--- src/rtl/hyper_aw_splitter_pkg.sv ---
// rtl/hyper_aw_splitter_pkg.sv - shared types for the HyperBus write burst splitter
package hyper_aw_splitter_pkg;

    typedef logic [8:0] piece_len_t;

    localparam int unsigned IdW = 6;

    typedef struct packed {
        logic           final_piece;
        logic [IdW-1:0] id;
    } b_entry_t;

    localparam logic [1:0] RespOkay = 2'b00;

    typedef enum logic {
        AwIdle,
        AwSplit
    } aw_state_e;

    function automatic piece_len_t min_len(input piece_len_t a, input piece_len_t b);
        return (a < b) ? a : b;
    endfunction

endpackage

--- src/rtl/fifo_v3.sv ---
// rtl/fifo_v3.sv - small synchronous FIFO used as the piece tracker
module fifo_v3 #(
    parameter int unsigned DATA_WIDTH = 32,
    parameter int unsigned DEPTH      = 8
) (
    input  logic                  clk_i,
    input  logic                  rst_ni,
    input  logic                  flush_i,
    output logic                  full_o,
    output logic                  empty_o,
    input  logic [DATA_WIDTH-1:0] data_i,
    input  logic                  push_i,
    output logic [DATA_WIDTH-1:0] data_o,
    input  logic                  pop_i
);

    localparam int unsigned PtrW = (DEPTH > 1) ? $clog2(DEPTH) : 1;

    logic [DATA_WIDTH-1:0] mem_q [DEPTH];
    logic [PtrW-1:0]       wr_ptr_q, rd_ptr_q;
    logic [PtrW:0]         count_q;
    logic                  do_push, do_pop;

    function automatic logic [PtrW-1:0] next_ptr(input logic [PtrW-1:0] p);
        return (p == PtrW'(DEPTH - 1)) ? '0 : p + 1'b1;
    endfunction

    assign full_o  = (count_q == (PtrW + 1)'(DEPTH));
    assign empty_o = (count_q == '0);
    assign do_push = push_i & ~full_o;
    assign do_pop  = pop_i & ~empty_o;
    assign data_o  = mem_q[rd_ptr_q];

    always_ff @(posedge clk_i) begin
        if (do_push) begin
            mem_q[wr_ptr_q] <= data_i;
        end
    end

    always_ff @(posedge clk_i) begin
        if (!rst_ni || flush_i) begin
            wr_ptr_q <= '0;
            rd_ptr_q <= '0;
            count_q  <= '0;
        end else begin
            if (do_push) wr_ptr_q <= next_ptr(wr_ptr_q);
            if (do_pop)  rd_ptr_q <= next_ptr(rd_ptr_q);
            case ({do_push, do_pop})
                2'b10:   count_q <= count_q + 1'b1;
                2'b01:   count_q <= count_q - 1'b1;
                default: count_q <= count_q;
            endcase
        end
    end

endmodule

--- src/rtl/hyper_aw_splitter.sv ---
// rtl/hyper_aw_splitter.sv - splits INCR write bursts at page boundaries and a runtime length cap
module hyper_aw_splitter
    import hyper_aw_splitter_pkg::*;
#(
    parameter int unsigned AddrWidth     = 32,
    parameter int unsigned IdWidth       = IdW,
    parameter int unsigned DataWidth     = 64,
    parameter int unsigned BoundaryBytes = 1024,
    parameter int unsigned MaxPieces     = 8
) (
    input  logic                   clk_i,
    input  logic                   rst_ni,
    input  logic [7:0]             cfg_max_len_i,
    input  logic [AddrWidth-1:0]   aw_addr_i,
    input  logic [7:0]             aw_len_i,
    input  logic [2:0]             aw_size_i,
    input  logic [IdWidth-1:0]     aw_id_i,
    input  logic                   aw_valid_i,
    output logic                   aw_ready_o,
    input  logic [DataWidth-1:0]   w_data_i,
    input  logic [DataWidth/8-1:0] w_strb_i,
    input  logic                   w_valid_i,
    output logic                   w_ready_o,
    output logic [1:0]             b_resp_o,
    output logic [IdWidth-1:0]     b_id_o,
    output logic                   b_valid_o,
    input  logic                   b_ready_i,
    output logic [AddrWidth-1:0]   aw_addr_o,
    output logic [7:0]             aw_len_o,
    output logic [2:0]             aw_size_o,
    output logic [IdWidth-1:0]     aw_id_o,
    output logic                   aw_valid_o,
    input  logic                   aw_ready_i,
    output logic [DataWidth-1:0]   w_data_o,
    output logic [DataWidth/8-1:0] w_strb_o,
    output logic                   w_last_o,
    output logic                   w_valid_o,
    input  logic                   w_ready_i,
    input  logic [1:0]             b_resp_i,
    input  logic [IdWidth-1:0]     b_id_i,
    input  logic                   b_valid_i,
    output logic                   b_ready_o
);

    aw_state_e             state_q;
    logic [AddrWidth-1:0]  addr_q;
    logic [2:0]            size_q;
    logic [IdWidth-1:0]    id_q;
    piece_len_t            remaining_q, max_q;

    logic [AddrWidth-1:0]  room_bytes, room_beats;
    piece_len_t            room_len, beats, piece_len;
    logic                  piece_hs, w_hs, bi_hs;

    logic                  w_full, w_empty, b_full, b_empty;
    piece_len_t            w_head_len, beat_cnt_q;
    b_entry_t              b_push_data, b_head;
    logic [1:0]            err_q;
    logic                  unused_b_id;

    assign room_bytes = AddrWidth'(BoundaryBytes) - (addr_q & AddrWidth'(BoundaryBytes - 1));
    assign room_beats = room_bytes >> size_q;
    // Narrow beats fit more than a whole burst into one page; saturate to the 9-bit range.
    assign room_len   = (room_beats > AddrWidth'(256)) ? 9'd256 : room_beats[8:0];
    assign beats      = min_len(min_len(remaining_q, room_len), max_q);
    assign piece_len  = beats - 9'd1;

    assign aw_ready_o = rst_ni && (state_q == AwIdle) && !w_full && !b_full;
    assign aw_valid_o = (state_q == AwSplit) && !w_full && !b_full;
    assign aw_addr_o  = addr_q;
    assign aw_len_o   = piece_len[7:0];
    assign aw_size_o  = size_q;
    assign aw_id_o    = id_q;
    assign piece_hs   = aw_valid_o & aw_ready_i;

    always_ff @(posedge clk_i) begin
        if (!rst_ni) begin
            state_q     <= AwIdle;
            addr_q      <= '0;
            size_q      <= '0;
            id_q        <= '0;
            remaining_q <= '0;
            max_q       <= '0;
        end else begin
            case (state_q)
                AwIdle: begin
                    if (aw_valid_i && aw_ready_o) begin
                        addr_q      <= aw_addr_i;
                        size_q      <= aw_size_i;
                        id_q        <= aw_id_i;
                        remaining_q <= {1'b0, aw_len_i} + 9'd1;
                        max_q       <= {1'b0, cfg_max_len_i} + 9'd1;
                        state_q     <= AwSplit;
                    end
                end
                AwSplit: begin
                    if (piece_hs) begin
                        addr_q      <= addr_q + (AddrWidth'(beats) << size_q);
                        remaining_q <= remaining_q - beats;
                        if (remaining_q == beats) state_q <= AwIdle;
                    end
                end
                default: state_q <= AwIdle;
            endcase
        end
    end

    // W beats pass straight through but are held off until their piece has been issued.
    assign w_data_o  = w_data_i;
    assign w_strb_o  = w_strb_i;
    assign w_valid_o = w_valid_i & ~w_empty;
    assign w_ready_o = w_ready_i & ~w_empty;
    assign w_last_o  = ~w_empty & (beat_cnt_q == w_head_len);
    assign w_hs      = w_valid_i & w_ready_i & ~w_empty;

    always_ff @(posedge clk_i) begin
        if (!rst_ni) begin
            beat_cnt_q <= '0;
        end else if (w_hs) begin
            beat_cnt_q <= w_last_o ? '0 : beat_cnt_q + 9'd1;
        end
    end

    fifo_v3 #(
        .DATA_WIDTH ($bits(piece_len_t)),
        .DEPTH      (MaxPieces)
    ) i_w_fifo (
        .clk_i   (clk_i),
        .rst_ni  (rst_ni),
        .flush_i (1'b0),
        .full_o  (w_full),
        .empty_o (w_empty),
        .data_i  (piece_len),
        .push_i  (piece_hs),
        .data_o  (w_head_len),
        .pop_i   (w_hs & w_last_o)
    );

    assign b_push_data.final_piece = (remaining_q == beats);
    assign b_push_data.id          = id_q;

    fifo_v3 #(
        .DATA_WIDTH ($bits(b_entry_t)),
        .DEPTH      (MaxPieces)
    ) i_b_fifo (
        .clk_i   (clk_i),
        .rst_ni  (rst_ni),
        .flush_i (1'b0),
        .full_o  (b_full),
        .empty_o (b_empty),
        .data_i  (b_push_data),
        .push_i  (piece_hs),
        .data_o  (b_head),
        .pop_i   (bi_hs)
    );

    // Intermediate responses are swallowed; only the final piece reaches upstream.
    assign b_ready_o   = ~b_empty & (~b_head.final_piece | b_ready_i);
    assign b_valid_o   = b_valid_i & ~b_empty & b_head.final_piece;
    assign b_resp_o    = (err_q != RespOkay) ? err_q : b_resp_i;
    assign b_id_o      = b_head.id;
    assign bi_hs       = b_valid_i & b_ready_o;
    assign unused_b_id = ^b_id_i;

    always_ff @(posedge clk_i) begin
        if (!rst_ni) begin
            err_q <= RespOkay;
        end else if (bi_hs) begin
            if (b_head.final_piece)     err_q <= RespOkay;
            else if (err_q == RespOkay) err_q <= b_resp_i;
        end
    end

endmodule

--- config.mk ---
export PLATFORM = sky130hd
export DESIGN_NAME = hyper_aw_splitter
export DESIGN_NICKNAME = d
export VERILOG_FILES = /design/src/rtl/hyper_aw_splitter_pkg.sv /design/src/rtl/fifo_v3.sv /design/src/rtl/hyper_aw_splitter.sv
export SDC_FILE = /design/constraint.sdc
export NUM_CORES = 1
export LEC_CHECK = 0
export BUFFER_PORTS_ARGS = -buffer_cell sky130_fd_sc_hd__buf_2
export CORE_ASPECT_RATIO = 0.8
export CORE_MARGIN = 2
export CORE_UTILIZATION = 40
export DETAILED_ROUTE_END_ITERATION = 16
export PLACE_DENSITY = 0.7
export SLEW_MARGIN = 20
export SYNTH_ARGS = -nofsm -noshare
export SYNTH_HDL_FRONTEND = slang
export SYNTH_SLANG_ARGS = --single-unit
--- constraint.sdc ---
create_clock -name clk_i -period 10.8 [get_ports clk_i]
set_input_delay 0.54 -clock clk_i [delete_from_list [all_inputs] [get_ports clk_i]]
set_output_delay 0.54 -clock clk_i [all_outputs]
set_load 0.005 [all_outputs]
# After elaboration in Yosys (flattened, before gate mapping)
# Memory sizes are Yosys's and may differ from the RTL's. A register that Yosys moved wholly into a read port is not among the register bits.
# Index checks and enable logic that the tools add are counted.
# word_totals
elab_cells	121
n_memories	2
ram_bits	128
ff_bits	91
# mem_list
name	depth	word_bits	read_ports	rd_clocked_by_memory_dff	wr	line_no	source
i_w_fifo.mem_q	8	9	1	1	1	fifo_v3.sv:19	logic [DATA_WIDTH-1:0] mem_q [DEPTH];
i_b_fifo.mem_q	8	7	1	1	1	fifo_v3.sv:19	
# classes
muxes	31
n_shift	2
reduce_logical	18
order_cmp	3
eq_ne	14
n_bitwise	22
n_addsub	15
# op_table
op	count
two-way mux 32 bit	2
one-hot mux 32 bit (2 select lines)	1
two-way mux 9 bit	6
adder 32 bit	1
> comparator 32 x 9 -> 1 bit, second input constant	1
left shift 9 x 3 -> 32 bit	1
right shift 32 x 3 -> 32 bit	1
two-way mux 3 bit	8
adder 8 x 1 -> 9 bit, second input constant	2
equality test 9 bit	2
less-than comparator 9 bit	2
one-hot mux 9 bit (2 select lines)	1
one-hot mux 4 bit (2 select lines)	2
AND 1 bit	15
adder 3 x 1 -> 3 bit, second input constant	4
equality test 3 bit, second input constant	4
subtractor 11 x 10 -> 12 bit, first input constant	1
adder 9 x 1 -> 9 bit, second input constant	1
subtractor 9 x 1 -> 9 bit, second input constant	1
subtractor 9 bit	1
adder 4 x 1 -> 4 bit, second input constant	2
equality test 4 bit, second input constant	2
zero test 4 bit	2
nonzero test 2 bit	4
13 further kinds	38

# Logic depth before layout (Yosys ltp)
# logic_depth
depth_word	12
mapped_depth	40

# Cells and area by module
# Synthesis repeated with hierarchy kept, for this count alone.
# unflattened
cells_unflattened	1338
area_unflattened_um2	13804.5
# modules_own_cells
mod	seq_area_each_um2	instances	cells_each	area_per_inst_um2
hyper_aw_splitter	1421.4	1	991	7588.5
fifo_v3 (i_w_fifo)	2422.3	1	185	3408.3
fifo_v3 (i_b_fifo)	1941.9	1	162	2807.7

# Worst setup path before layout
# No wires, ideal clock.
# synth_timing
kind	register to register
startpoint	register addr_q[0] (netlist: aw_addr_o[0])
endpoint	register addr_q[16] (netlist: aw_addr_o[16])
arrival_time_ns	8.830
period_less_slack_ns	8.900
required_time_ns	10.729
slack_ns	1.900
setup_time_ns	0.071
stages_incl_launch_ff	40
path_cell_list	dfxtp_1 -> clkbuf_1 -> inv_1 -> ha_1 -> or4b_2 -> nor2_1 -> xnor2_1 -> mux2i_1 -> mux4_2 -> or2_2 -> ha_1 -> a41o_1 -> a211oi_1 -> nor2_1 -> or3_1 -> clkbuf_1 -> a21boi_0 -> or2_2 -> [... 4 more ...] -> o21ai_1 -> or2_1 -> buf_6 -> o31ai_2 -> nor2_1 -> a21oi_1 -> nor2_1 -> fa_1 -> a21o_1 -> a21oi_1 -> o21bai_1 -> a21oi_1 -> o21ba_2 -> o21ai_0 -> a2111oi_0 -> a211oi_1 -> mux2_2 -> a21oi_1
# synth_between
elab_chain_cells	12
# synth_rtl
element	line_no	source
start: declaration	hyper_aw_splitter.sv:46	logic [AddrWidth-1:0] addr_q;
start signal: assignment	hyper_aw_splitter.sv:88	addr_q <= aw_addr_i;
start signal: assignment	hyper_aw_splitter.sv:98	addr_q <= addr_q + (AddrWidth'(beats) << size_q);
subtractor 11 x 10 -> 12 bit	hyper_aw_splitter.sv:61	assign room_bytes = AddrWidth'(BoundaryBytes) - (addr_q & AddrWidth'(BoundaryBytes - 1));
right shift 32 x 3 -> 32 bit	hyper_aw_splitter.sv:62	assign room_beats = room_bytes >> size_q;
> comparator 32 x 9 -> 1 bit	hyper_aw_splitter.sv:64	assign room_len = (room_beats > AddrWidth'(256)) ? 9'd256 : room_beats[8:0];
two-way mux 9 bit	hyper_aw_splitter.sv:64	
less-than comparator 9 bit	hyper_aw_splitter_pkg.sv:21	return (a < b) ? a : b;
two-way mux 9 bit	hyper_aw_splitter_pkg.sv:21	
less-than comparator 9 bit	hyper_aw_splitter_pkg.sv:21	
two-way mux 9 bit	hyper_aw_splitter_pkg.sv:21	
left shift 9 x 3 -> 32 bit	hyper_aw_splitter.sv:98	
adder 32 bit (*)	hyper_aw_splitter.sv:98	
two-way mux 32 bit (*)	hyper_aw_splitter.sv:97	if (piece_hs) begin
one-hot mux 32 bit (2 select lines) (*)	hyper_aw_splitter.sv:85	case (state_q)
# Mark *: on every way between the ends. The rest lies on a longest branch, timed or not. The select of a mux whose other input is x is not followed.
# A chain may end at the register's enable or synchronous reset.

# Worst setup path in the final report
# layout_timing
startpoint	register addr_q[1] (netlist: aw_addr_o[1])
endpoint	register addr_q[25] (netlist: aw_addr_o[25])
# Same word-level chain as after synthesis.

==> metrics.md <==
| Metric | Value |
|---|---|
| Status | `finished clean` |
| CP Data Arrival Time | `10.43 ns` |
| WL final | `33,500 um` |
| IO Count | `281` |
| Synthesized area | `0.0133 sq mm` |
| RSZ-0062 raised after global routing | `false` |
| Comb pwr share | `47.4%` |
| Drt drc | `0` |
| Worst-Margin Slew | `1.05 ns` |
| Crit Path Max Fanout | `11` |
| Worst path max stage delay | `0.56 ns` |
| # clock sinks | `225` |
| Mapped Nets | `1,490` |
| Skew-Pair Late Insertion Delay | `0.54 ns` |
| CTS tree | `yes` |
| Setup_tns | `0 ns` |
| CTS root buffer | `clkbuf_16` |
| # H-tree levels | `1` |
| Power Total | `3830 uW` |
| Syn Inst Count | `1,282` |
| WS Path Type | `flip-flop to flip-flop` |
| Vias | `9,884` |
| R2R Setup Slk | `0.78 ns` |
| Final hold vios | `0` |
| Cts bufs inserted | `23` |
| FMAX | `99.8 MHz` |
| Nets | `1,515` |
| Vias in the first global route | `9,507` |
| Sw Share | `40.0%` |
| Port Buf Inserts | `130` |
| DP HPWL | `24,000 um` |
| Die ar. | `0.0347 sq mm` |
| Setup violators final | `0` |
| Wire per inst | `19.1 um` |
| Dominant cells by area after synthesis | `edfxtp_1, dfxtp_1, mux4_2, ha_1, buf_4` |
| Synth unique cells | `86` |
| Final period utilization | `92.8%` |
| WP data required | `11.21 ns` |
| Core Area | `0.0326 sq mm` |
| Gr usage total | `18.9%` |
| Die height | `167 um` |
| CTS clk-pin slew, worst paths | `0.07 ns` |
| Top_reg_cell synth | `edfxtp_1` |
| Routability cong. | `0.922` |
| Switching power | `1530 uW` |
| CTS Buffer Depth | `3` |
| First-pass GRT wire length | `52,900 um` |
| Sequential share of power | `32.4%` |
| Total grt overflow | `0` |
| Postcts setup bufs | `0` |
| Area share of the largest cell type after synthesis | `28.9%` |
| Clock power frac | `20.2%` |
| Share of post-route cells with drive strength above 1 | `20.9%` |
| Post-synth EDFFs | `128` |
| Row cnt | `59` |
| CP endpoint kind | `flip-flop` |
| Synth warn | `0` |
| Area leader, netlist | `edfxtp_1` |
| Clock period minus worst slack | `10.02 ns` |
| Int Power | `2300 uW` |
| Layout area overhead | `9.05%` |
| Die W | `208 um` |
| Ys async rst share | `0%` |
| Register bit total from synthesis | `225` |
| PD cells | `264 mW/mm^2` |
| Min-delay worst type | `input port to flip-flop` |
| Commonest non-fill, non-tap cell in the layout | `buf_2` |
| Worst Clk Skew | `0.0195 ns` |
| Commonest non-fill, non-tap cells in the layout | `buf_2, edfxtp_1, nor2_1, nand2_1, dfxtp_1` |
| LEAKAGE | `0.00550 uW` |
| Drt initial violations | `852` |
| Max Cap Viol | `0` |
| Average size of a mapped cell | `10.4 sq um` |
| Drt via density | `5.64` |
| Slowest-stage cell, CP | `or3_1` |
| Post-synthesis sequential area ratio | `43.5%` |
| Initial Util | `40.7%` |
| DRT antenna net count | `0` |
| Largest net degree at the start of global routing | `65` |
| Worst ir drop on vdd | `221 uV` |
| Worst rel slew slack | `29.6%` |
| Initial antenna violation count | `3` |
| Crit start category | `flip-flop` |
| Final slew viol count | `0` |
| Drt first pass iters | `5` |
[synthesized netlist by cell type (8+ instances only)]
library cell / number
o21ai_0: 48
xor2_1: 24
nor2_1: 103
nand4_1: 16
mux2_2: 10
and3_1: 15
xnor2_1: 42
or3_1: 9
clkbuf_1: 51
nand2_1: 96
buf_4: 87
dfxtp_1: 97
mux4_2: 33
nor4_1: 9
a31oi_1: 9
nor3_1: 31
and2_1: 12
a21oi_1: 82
edfxtp_1: 128
a211oi_1: 39
a21o_1: 16
inv_1: 44
or2_2: 10
ha_1: 59
nand3_1: 29
nand2b_1: 8
mux2i_1: 34
[cell type report]
type,count,area (sq um)
Antenna cell,1,2.50
Clock buffer,30,612
Clock inverter,12,108
Fill cell,3027,18100
Inverter,49,184
Multi-Input combinational cell,860,6480
Sequential cell,225,5790
Tap cell,427,534
Timing Repair Buffer,148,786
[metrics by stage]
| step | instances | hold WS (ns) | util (%) | worst slack, ns | cell area, sq um |
|---|---|---|---|---|---|
| 3_3_place_gp | 1709 | 0.442 | 42.1 | 0.985 | 13800 |
| 3_5_place_dp | 1709 | 0.450 | 42.2 | 0.708 | 13800 |
| 4_1_cts | 1751 | 0.218 | 44.4 | 0.646 | 14500 |
| 5_1_grt | 1751 | 0.240 | 44.4 | 0.00928 | 14500 |
| 2_1_floorplan | 1282 | 0.432 | - | 1.90 | 13300 |
| 6_report | 1752 | 0.233 | 44.4 | 0.779 | 14500 |
[critical path, delay by kind of cell (launching register included)]
kind                       cells  cell delay (ns)
AOI/OAI and AO/OA             18             4.87
and+or+nand+nor               10             2.90
adders and majority gates      4             1.02
muxes                          2             0.60
DFF                            1             0.42
buffers and inverters          1             0.10
[metal layers]
layer  share of wire [%]  up-vias  GRT usage [%]
li1                    -     4702              -
met5                   0        -              0
met1                  46     4769           28.1
met4                 1.7        0           3.85
met2                  44      371           28.4
met3                 7.7       42           3.77
[power by group through the flow]
stage	Sequential, uW	Clock (uW)	Combinational [uW]
2_1_floorplan	1230	0	1410
3_3_place_gp	1260	0	1760
3_5_place_dp	1260	0	1800
4_1_cts	1240	790	1820
5_1_grt	1250	821	2010
6_report	1240	774	1810
[worst paths after layout]
path | startpoint | end | cells past startpoint
max | aw_addr_o[1]$_SDFFE_PN0P_ | aw_addr_o[25]$_SDFFE_PN0P_ | 35
min | aw_size_i[0] | aw_size_o[0]$_SDFFE_PN0P_ | 3
max reg2reg | aw_addr_o[1]$_SDFFE_PN0P_ | aw_addr_o[25]$_SDFFE_PN0P_ | 35
min reg2reg | max_q[8]$_SDFFE_PN0P_ | max_q[8]$_SDFFE_PN0P_ | 2
[flip-flops by register name (all words and copies together), names as in the netlist, 6 cells and up, named ones only]
name / flops
max_q: 9
aw_id_o: 6
remaining_q: 9
i_w_fifo.mem_q: 72
aw_addr_o: 32
i_b_fifo.mem_q: 56
beat_cnt_q: 9
[kinds of logic (layout without fill, tap and decap cells)]
kind of cell,Yosys count,after routing,share of synthesized area [%]
other,0,1,0
adder cells (fa/ha/maj),63,63,6.16
buffers and inverters,197,239,8.16
flip-flops,225,225,43.5
AO/OA/AOI/OAI,284,284,14.8
XOR/XNOR,67,67,4.52
multiplexers,79,79,9.22
AND/OR/NAND/NOR,367,367,13.6
[repair_timing]
action	in CTS	in global routing
hold buffers	0	0
endpoints found under the hold margin	0	0
resized for setup	0	3
endpoints found under the setup margin	0	5
No activity file was read; power rests on OpenSTA's default activity.
